`src/rtl/seg7_pkg.sv`:
```
// seg7_pkg: shared constants, types and helpers for the 7-segment monitor.
// Segment patterns are active-low, bit0=a .. bit6=g.
package seg7_pkg;

  localparam logic [6:0] SEG_0     = 7'b1000000;
  localparam logic [6:0] SEG_1     = 7'b1111001;
  localparam logic [6:0] SEG_2     = 7'b0100100;
  localparam logic [6:0] SEG_3     = 7'b0110000;
  localparam logic [6:0] SEG_4     = 7'b0011001;
  localparam logic [6:0] SEG_5     = 7'b0010010;
  localparam logic [6:0] SEG_6     = 7'b0000010;
  localparam logic [6:0] SEG_7     = 7'b1111000;
  localparam logic [6:0] SEG_8     = 7'b0000000;
  localparam logic [6:0] SEG_9     = 7'b0010000;
  localparam logic [6:0] SEG_BLANK = 7'b1111111;

  typedef enum logic [1:0] {
    SYNC,
    TRACK,
    ERROR
  } state_t;

  typedef enum logic [1:0] {
    E_NONE    = 2'd0,
    E_ILLEGAL = 2'd1,
    E_STEP    = 2'd2,
    E_RANGE   = 2'd3
  } err_code_t;

  // Next two-digit BCD value, wrapping to 00 after max.
  function automatic logic [7:0] bcd_inc(
    input logic [7:0] v,
    input logic [7:0] max
  );
    if (v == max)
      return 8'h00;
    if (v[3:0] == 4'd9)
      return {v[7:4] + 4'd1, 4'd0};
    return {v[7:4], v[3:0] + 4'd1};
  endfunction

endpackage

```
`src/rtl/seg7_decode.sv`:
```
// seg7_decode: active-low 7-segment pattern back to a BCD digit.
// Ports: i_seg pattern in; o_legal high for 0-9 patterns; o_digit value.
module seg7_decode
  import seg7_pkg::*;
(
  input  logic [6:0] i_seg,
  output logic       o_legal,
  output logic [3:0] o_digit
);

  always_comb begin
    o_legal = 1'b1;
    o_digit = 4'd0;
    unique case (i_seg)
      SEG_0:   o_digit = 4'd0;
      SEG_1:   o_digit = 4'd1;
      SEG_2:   o_digit = 4'd2;
      SEG_3:   o_digit = 4'd3;
      SEG_4:   o_digit = 4'd4;
      SEG_5:   o_digit = 4'd5;
      SEG_6:   o_digit = 4'd6;
      SEG_7:   o_digit = 4'd7;
      SEG_8:   o_digit = 4'd8;
      SEG_9:   o_digit = 4'd9;
      default: o_legal = 1'b0;
    endcase
  end

endmodule

```
`src/rtl/seg7_sequence_monitor.sv`:
```
// seg7_sequence_monitor: reads a two-digit 7-segment display, filters it,
// and checks that each accepted value is the previous one +1 (with wrap).
// Ports: CLK_50 clock; rst async active-low; HEX0/HEX1 ones/tens segments;
//   clr_err clears error and resyncs; value_bcd/value_valid tracked value;
//   step_pulse/step_count correct steps; err/err_code sticky error.
module seg7_sequence_monitor
  import seg7_pkg::*;
#(
  parameter int STABLE_CYCLES = 4,
  parameter int MAX_COUNT     = 99,
  parameter int STEP_W        = 16
) (
  input  logic              CLK_50,
  input  logic              rst,
  input  logic [6:0]        HEX0,
  input  logic [6:0]        HEX1,
  input  logic              clr_err,
  output logic [7:0]        value_bcd,
  output logic              value_valid,
  output logic              step_pulse,
  output logic [STEP_W-1:0] step_count,
  output logic              err,
  output logic [1:0]        err_code
);

  // Counter runs one past the accept point and parks there, so each
  // stable run produces exactly one accept.
  localparam int CNT_W = $clog2(STABLE_CYCLES + 2);
  localparam logic [CNT_W-1:0] CNT_ACC = CNT_W'(STABLE_CYCLES);
  localparam logic [7:0] MAX_BCD =
    {4'(MAX_COUNT / 10), 4'(MAX_COUNT % 10)};

  logic [13:0]       r_sync1;
  logic [13:0]       r_sync2;
  logic [CNT_W-1:0]  r_cnt;
  state_t            r_state;
  logic [7:0]        r_val;
  logic              r_valid;
  logic              r_pulse;
  logic [STEP_W-1:0] r_steps;
  logic              r_err;
  err_code_t         r_code;

  logic              w_change;
  logic              w_accept;
  logic              w_lo_ok;
  logic              w_hi_ok;
  logic [3:0]        w_lo;
  logic [3:0]        w_hi;
  logic              w_legal;
  logic [7:0]        w_word;
  logic              w_in_range;
  logic [7:0]        w_next;

  state_t            w_state_n;
  logic [7:0]        w_val_n;
  logic              w_valid_n;
  logic              w_pulse_n;
  logic [STEP_W-1:0] w_steps_n;
  logic              w_err_n;
  err_code_t         w_code_n;

  seg7_decode u_dec_lo (
    .i_seg   (r_sync2[6:0]),
    .o_legal (w_lo_ok),
    .o_digit (w_lo)
  );

  seg7_decode u_dec_hi (
    .i_seg   (r_sync2[13:7]),
    .o_legal (w_hi_ok),
    .o_digit (w_hi)
  );

  assign w_change   = (r_sync1 != r_sync2);
  assign w_accept   = (r_cnt == CNT_ACC);
  assign w_legal    = w_lo_ok & w_hi_ok;
  assign w_word     = {w_hi, w_lo};
  // BCD with legal digits orders the same as binary.
  assign w_in_range = (w_word <= MAX_BCD);
  assign w_next     = bcd_inc(r_val, MAX_BCD);

  always_ff @(posedge CLK_50 or negedge rst) begin
    if (!rst) begin
      r_sync1 <= '0;
      r_sync2 <= '0;
      r_cnt   <= '0;
    end else begin
      r_sync1 <= {HEX1, HEX0};
      r_sync2 <= r_sync1;
      if (w_change)
        r_cnt <= CNT_W'(1);
      else if (r_cnt <= CNT_ACC)
        r_cnt <= r_cnt + 1'b1;
    end
  end

  always_comb begin
    w_state_n = r_state;
    w_val_n   = r_val;
    w_valid_n = r_valid;
    w_pulse_n = 1'b0;
    w_steps_n = r_steps;
    w_err_n   = r_err;
    w_code_n  = r_code;
    if (clr_err) begin
      w_state_n = SYNC;
      w_err_n   = 1'b0;
      w_code_n  = E_NONE;
    end else if (w_accept) begin
      if (r_state == ERROR) begin
        if (w_legal && w_in_range)
          w_val_n = w_word;
      end else if (!w_legal) begin
        w_state_n = ERROR;
        w_err_n   = 1'b1;
        w_code_n  = E_ILLEGAL;
      end else if (!w_in_range) begin
        w_state_n = ERROR;
        w_err_n   = 1'b1;
        w_code_n  = E_RANGE;
      end else if (r_state == SYNC) begin
        w_val_n   = w_word;
        w_valid_n = 1'b1;
        w_state_n = TRACK;
      end else if (w_word == w_next) begin
        w_val_n   = w_word;
        w_pulse_n = 1'b1;
        if (r_steps != '1)
          w_steps_n = r_steps + 1'b1;
      end else if (w_word != r_val) begin
        // Keep the new word so tracking resumes from it after clr_err.
        w_val_n   = w_word;
        w_state_n = ERROR;
        w_err_n   = 1'b1;
        w_code_n  = E_STEP;
      end
    end
  end

  always_ff @(posedge CLK_50 or negedge rst) begin
    if (!rst) begin
      r_state <= SYNC;
      r_val   <= '0;
      r_valid <= 1'b0;
      r_pulse <= 1'b0;
      r_steps <= '0;
      r_err   <= 1'b0;
      r_code  <= E_NONE;
    end else begin
      r_state <= w_state_n;
      r_val   <= w_val_n;
      r_valid <= w_valid_n;
      r_pulse <= w_pulse_n;
      r_steps <= w_steps_n;
      r_err   <= w_err_n;
      r_code  <= w_code_n;
    end
  end

  assign value_bcd   = r_val;
  assign value_valid = r_valid;
  assign step_pulse  = r_pulse;
  assign step_count  = r_steps;
  assign err         = r_err;
  assign err_code    = r_code;

endmodule

```
`config.mk`:
```
export PLATFORM = sky130hd
export DESIGN_NAME = seg7_sequence_monitor
export DESIGN_NICKNAME = d
export VERILOG_FILES = /design/src/rtl/seg7_pkg.sv /design/src/rtl/seg7_decode.sv /design/src/rtl/seg7_sequence_monitor.sv
export SDC_FILE = /design/constraint.sdc
export NUM_CORES = 1
export LEC_CHECK = 0
export BUFFER_PORTS_ARGS = -buffer_cell sky130_fd_sc_hd__buf_4
export CAP_MARGIN = 20
export CORE_MARGIN = 2
export CORE_UTILIZATION = 30
export DETAILED_ROUTE_END_ITERATION = 6
export GPL_TIMING_DRIVEN = 0
export HOLD_SLACK_MARGIN = 0.08
export PLACE_DENSITY = 0.54
export RECOVER_POWER = 100
export SLEW_MARGIN = 15
export SYNTH_ARGS = -nofsm -noshare
export SYNTH_HDL_FRONTEND = slang
export SYNTH_SLANG_ARGS = --single-unit
```
`constraint.sdc`:
```
create_clock -name CLK_50 -period 7.9 [get_ports CLK_50]
set_input_delay 1.58 -clock CLK_50 [delete_from_list [all_inputs] [get_ports CLK_50]]
set_output_delay 1.58 -clock CLK_50 [all_outputs]
set_load 0.01 [all_outputs]
```
==> impl_metrics.tcl <==
set metrics [dict create \
    outcome "finished, violations left" \
    violations "capacitance limit, slew limit" \
    synth_cells 323 \
    relSlewSlack_pct -120 \
    rows 39 \
    cp_top_family "buffers and inverters" \
    yosysMostFrequentCell "dfrtp_1" \
    cts_setup_buffers 0 \
    tightest_slew_ns 3.30 \
    rsz0062_at_grt "false" \
    overflow 0 \
    dieArea_um2 12500 \
    fillerInstances 1171 \
    fin_hold_ws_ns 0.392 \
    period_minus_slack_ns 4.24 \
    post-place-cells 511 \
    root_buffer "clkbuf_16" \
    initial_core_util_pct 30.6 \
    endpoint "step_count[14]" \
    ys_warn_count 0 \
    cts_buffer_depth 2 \
    n_antenna_cell 0 \
    period_share_pct 53.6 \
    grt_pass1_wl_mm 12.1 \
    cts-resized-gates 0 \
    rr_endpoint "value_bcd[2]" \
    whs_path_depth 0 \
    ys_seq_area_share_pct 44.6 \
    detail_route.vias_per_cell 4.81 \
    hpwl_mm 5.03 \
    vdd_drop_max_v 0.000123 \
    worstHoldPathType "register to register" \
    synth_edf_count 0 \
    routed_wl_mm 7.12 \
    clk_latency_ns 0.33 \
    h-tree-depth 3 \
    drc 0 \
    cts_buffers 9 \
    path_cells "clkbuf_1" \
    slew_violations 63 \
    ioPinCount 46 \
    io_buffers 45 \
    grtUsageTotal_pct 12.1 \
    clkSinkCount 62 \
    fp.coreArea_um2 11400 \
    rr_worst_depth 8 \
    area_growth_pct 16.4 \
    cp.depth 1 \
    r2r_slack_ns 4.58 \
    crit_arrival_ns 3.92 \
    synthesis.nets 347 \
    grt_max_degree 63 \
    clk_pin_slew_ns 0.05 \
    crit_path_start_kind "input pin" \
    crit_fanout 62 \
    power_per_cell_area_nw_per_um2 188 \
    synth_flop_cell "dfrtp_1" \
    syn_area_um2 3480 \
    critical-path-max-stage-delay_ns 2.29 \
    hold_buffers 0 \
    drive_gt1_share_pct 15.1 \
    cts_tree "yes" \
    synth_area_leader_cell "dfrtp_1" \
    cap_violations 1 \
    die_w_um 112 \
    tns_ns 0 \
    synth_area_leaders "dfrtp_1, xor2_1, xnor2_1" \
    criticalPathCategory "input pin to asynchronous set/reset pin" \
    nets 403 \
    synth_top_area_share_pct 44.6 \
    clock_skew_ns 0.0102 \
    ys_ff_latch 62 \
    yosys-top-cells-count "dfrtp_1, xor2_1, nor2_1, xnor2_1, nand3_1" \
    drt-initial-drc-count 148 \
    crit_path_start "rst" \
    leakagePower_nw 1.76 \
    wire_per_inst_um 13.5 \
    clock.fmax_mhz 236 \
    synthArstFlopShare_pct 100 \
    r2r-start "r_sync2[4]" \
    vias 2537 \
    grt_pass1_vias 2415 \
    final_cells 527 \
    antenna_found_initial 0 \
    dr.pass1.iters 4 \
    setup_viol 0 \
    end_kind "asynchronous set/reset pin" \
    critPathBufInv 1 \
    ant_nets 0 \
    gp_congestion 0.758 \
    syn_area_per_cell_um2 10.8 \
    critPathSlowestCell "clkbuf_1" \
    cp.required_ns 7.59 \
    die_h_um 112 \
    hold_viol 0 \
    synth_cell_types 60 \
]
## placed cells by master (no fill, tap or decap), types with 4 or more instances in the layout
master and count:
ha_1 7, clkbuf_16 9, nand4_1 8, clkbuf_1 38, inv_1 10, nand3_1 16, nand2b_1 4, buf_2 7
nand3b_1 5, nand2_1 14, clkbuf_4 14, o31ai_1 4, nor4_1 18, a21oi_1 10, and3_1 8, buf_6 4
mux2i_1 6, o21ai_0 8, nor3_1 8, nor2_1 18, xnor2_1 18, xor2_1 31, dfrtp_1 62, buf_4 4
## cell type report
type | count | area [µm²] | area share [%]
well taps | 143 | 179 | 4.42
inverters | 10 | 37.5 | 0.926
plain buffers | 21 | 130 | 3.21
flip-flops and latches | 62 | 1550 | 38.3
clock buffers | 11 | 233 | 5.74
repair buffers | 45 | 225 | 5.56
multi-input cells | 230 | 1640 | 40.4
clock inverters | 5 | 60.1 | 1.48
## layer usage
layer  track usage, %  vias up  wire [µm]
li1                 -     1268          -
met1             16.6     1207       3550
met2             17.9       53       3140
met3             3.92        9        308
met4             4.28        0        127
met5                0        -          0
## state kept, by name, summed over array words and instances (netlist names)
name / flops
r_cnt: 3
value_valid: 1
step_pulse: 1
value_bcd: 8
err: 1
r_sync2: 14
r_state: 2
r_sync1: 14
step_count: 16
err_code: 2
## where the power goes
group / leakage [nW] / internal [mW] / switching [mW]
Sequential: 0.770 / 0.325 / 0.00506
Clock: 0.140 / 0.245 / 0.145
Combinational: 0.855 / 0.0168 / 0.0227
Total: 1.76 / 0.587 / 0.173
## metrics by stage
step	instance area (µm²)	setup WS (ns)	utilization, %	power, mW
floorplan	3480	5.28	-	0.359
global placement	4000	4.97	35.2	0.376
detailed placement	4000	4.97	35.2	0.377
CTS	4290	4.98	37.7	0.771
global route	4050	2.78	35.6	0.793
finish	4050	3.66	35.6	0.760
## worst register-to-register path, delay by kind of cell, from the launching register on
kind / cells / cell delay (ns)
AOI/OAI and AO/OA: 2 / 1.23
and+or+nand+nor: 3 / 0.72
muxes: 1 / 0.42
buffers and inverters: 1 / 0.33
DFF: 1 / 0.32
xor gates and xnor gates: 1 / 0.19
## worst min-delay path by stage
| stage | start | to | slack, ns |
|---|---|---|---|
| 6_report | r_sync1[1] | r_sync2[1] | 0.39 |
| 5_1_grt | r_sync1[1] | r_sync2[1] | 0.41 |
| 4_1_cts | r_sync1[2] | r_sync2[2] | 0.40 |
| 3_5_place_dp | r_sync1[2] | r_sync2[2] | 0.38 |
| 3_3_place_gp | r_sync1[13] | r_sync2[13] | 0.38 |
| 2_1_floorplan | r_sync1[0] | r_sync2[0] | 0.37 |
## kinds of logic (layout without fill, tap and decap cells)
family	after synthesis	after routing	synth area share [%]
DFF	62	62	44.6
buffers and inverters	31	92	5.14
AOI/OAI and AO/OA	43	43	9.53
xor gates and xnor gates	49	49	12.3
and+or+nand+nor	121	121	22.9
adders and majority gates	7	7	2.52
muxes	10	10	3.02
No activity file was read; power rests on OpenSTA's default activity.
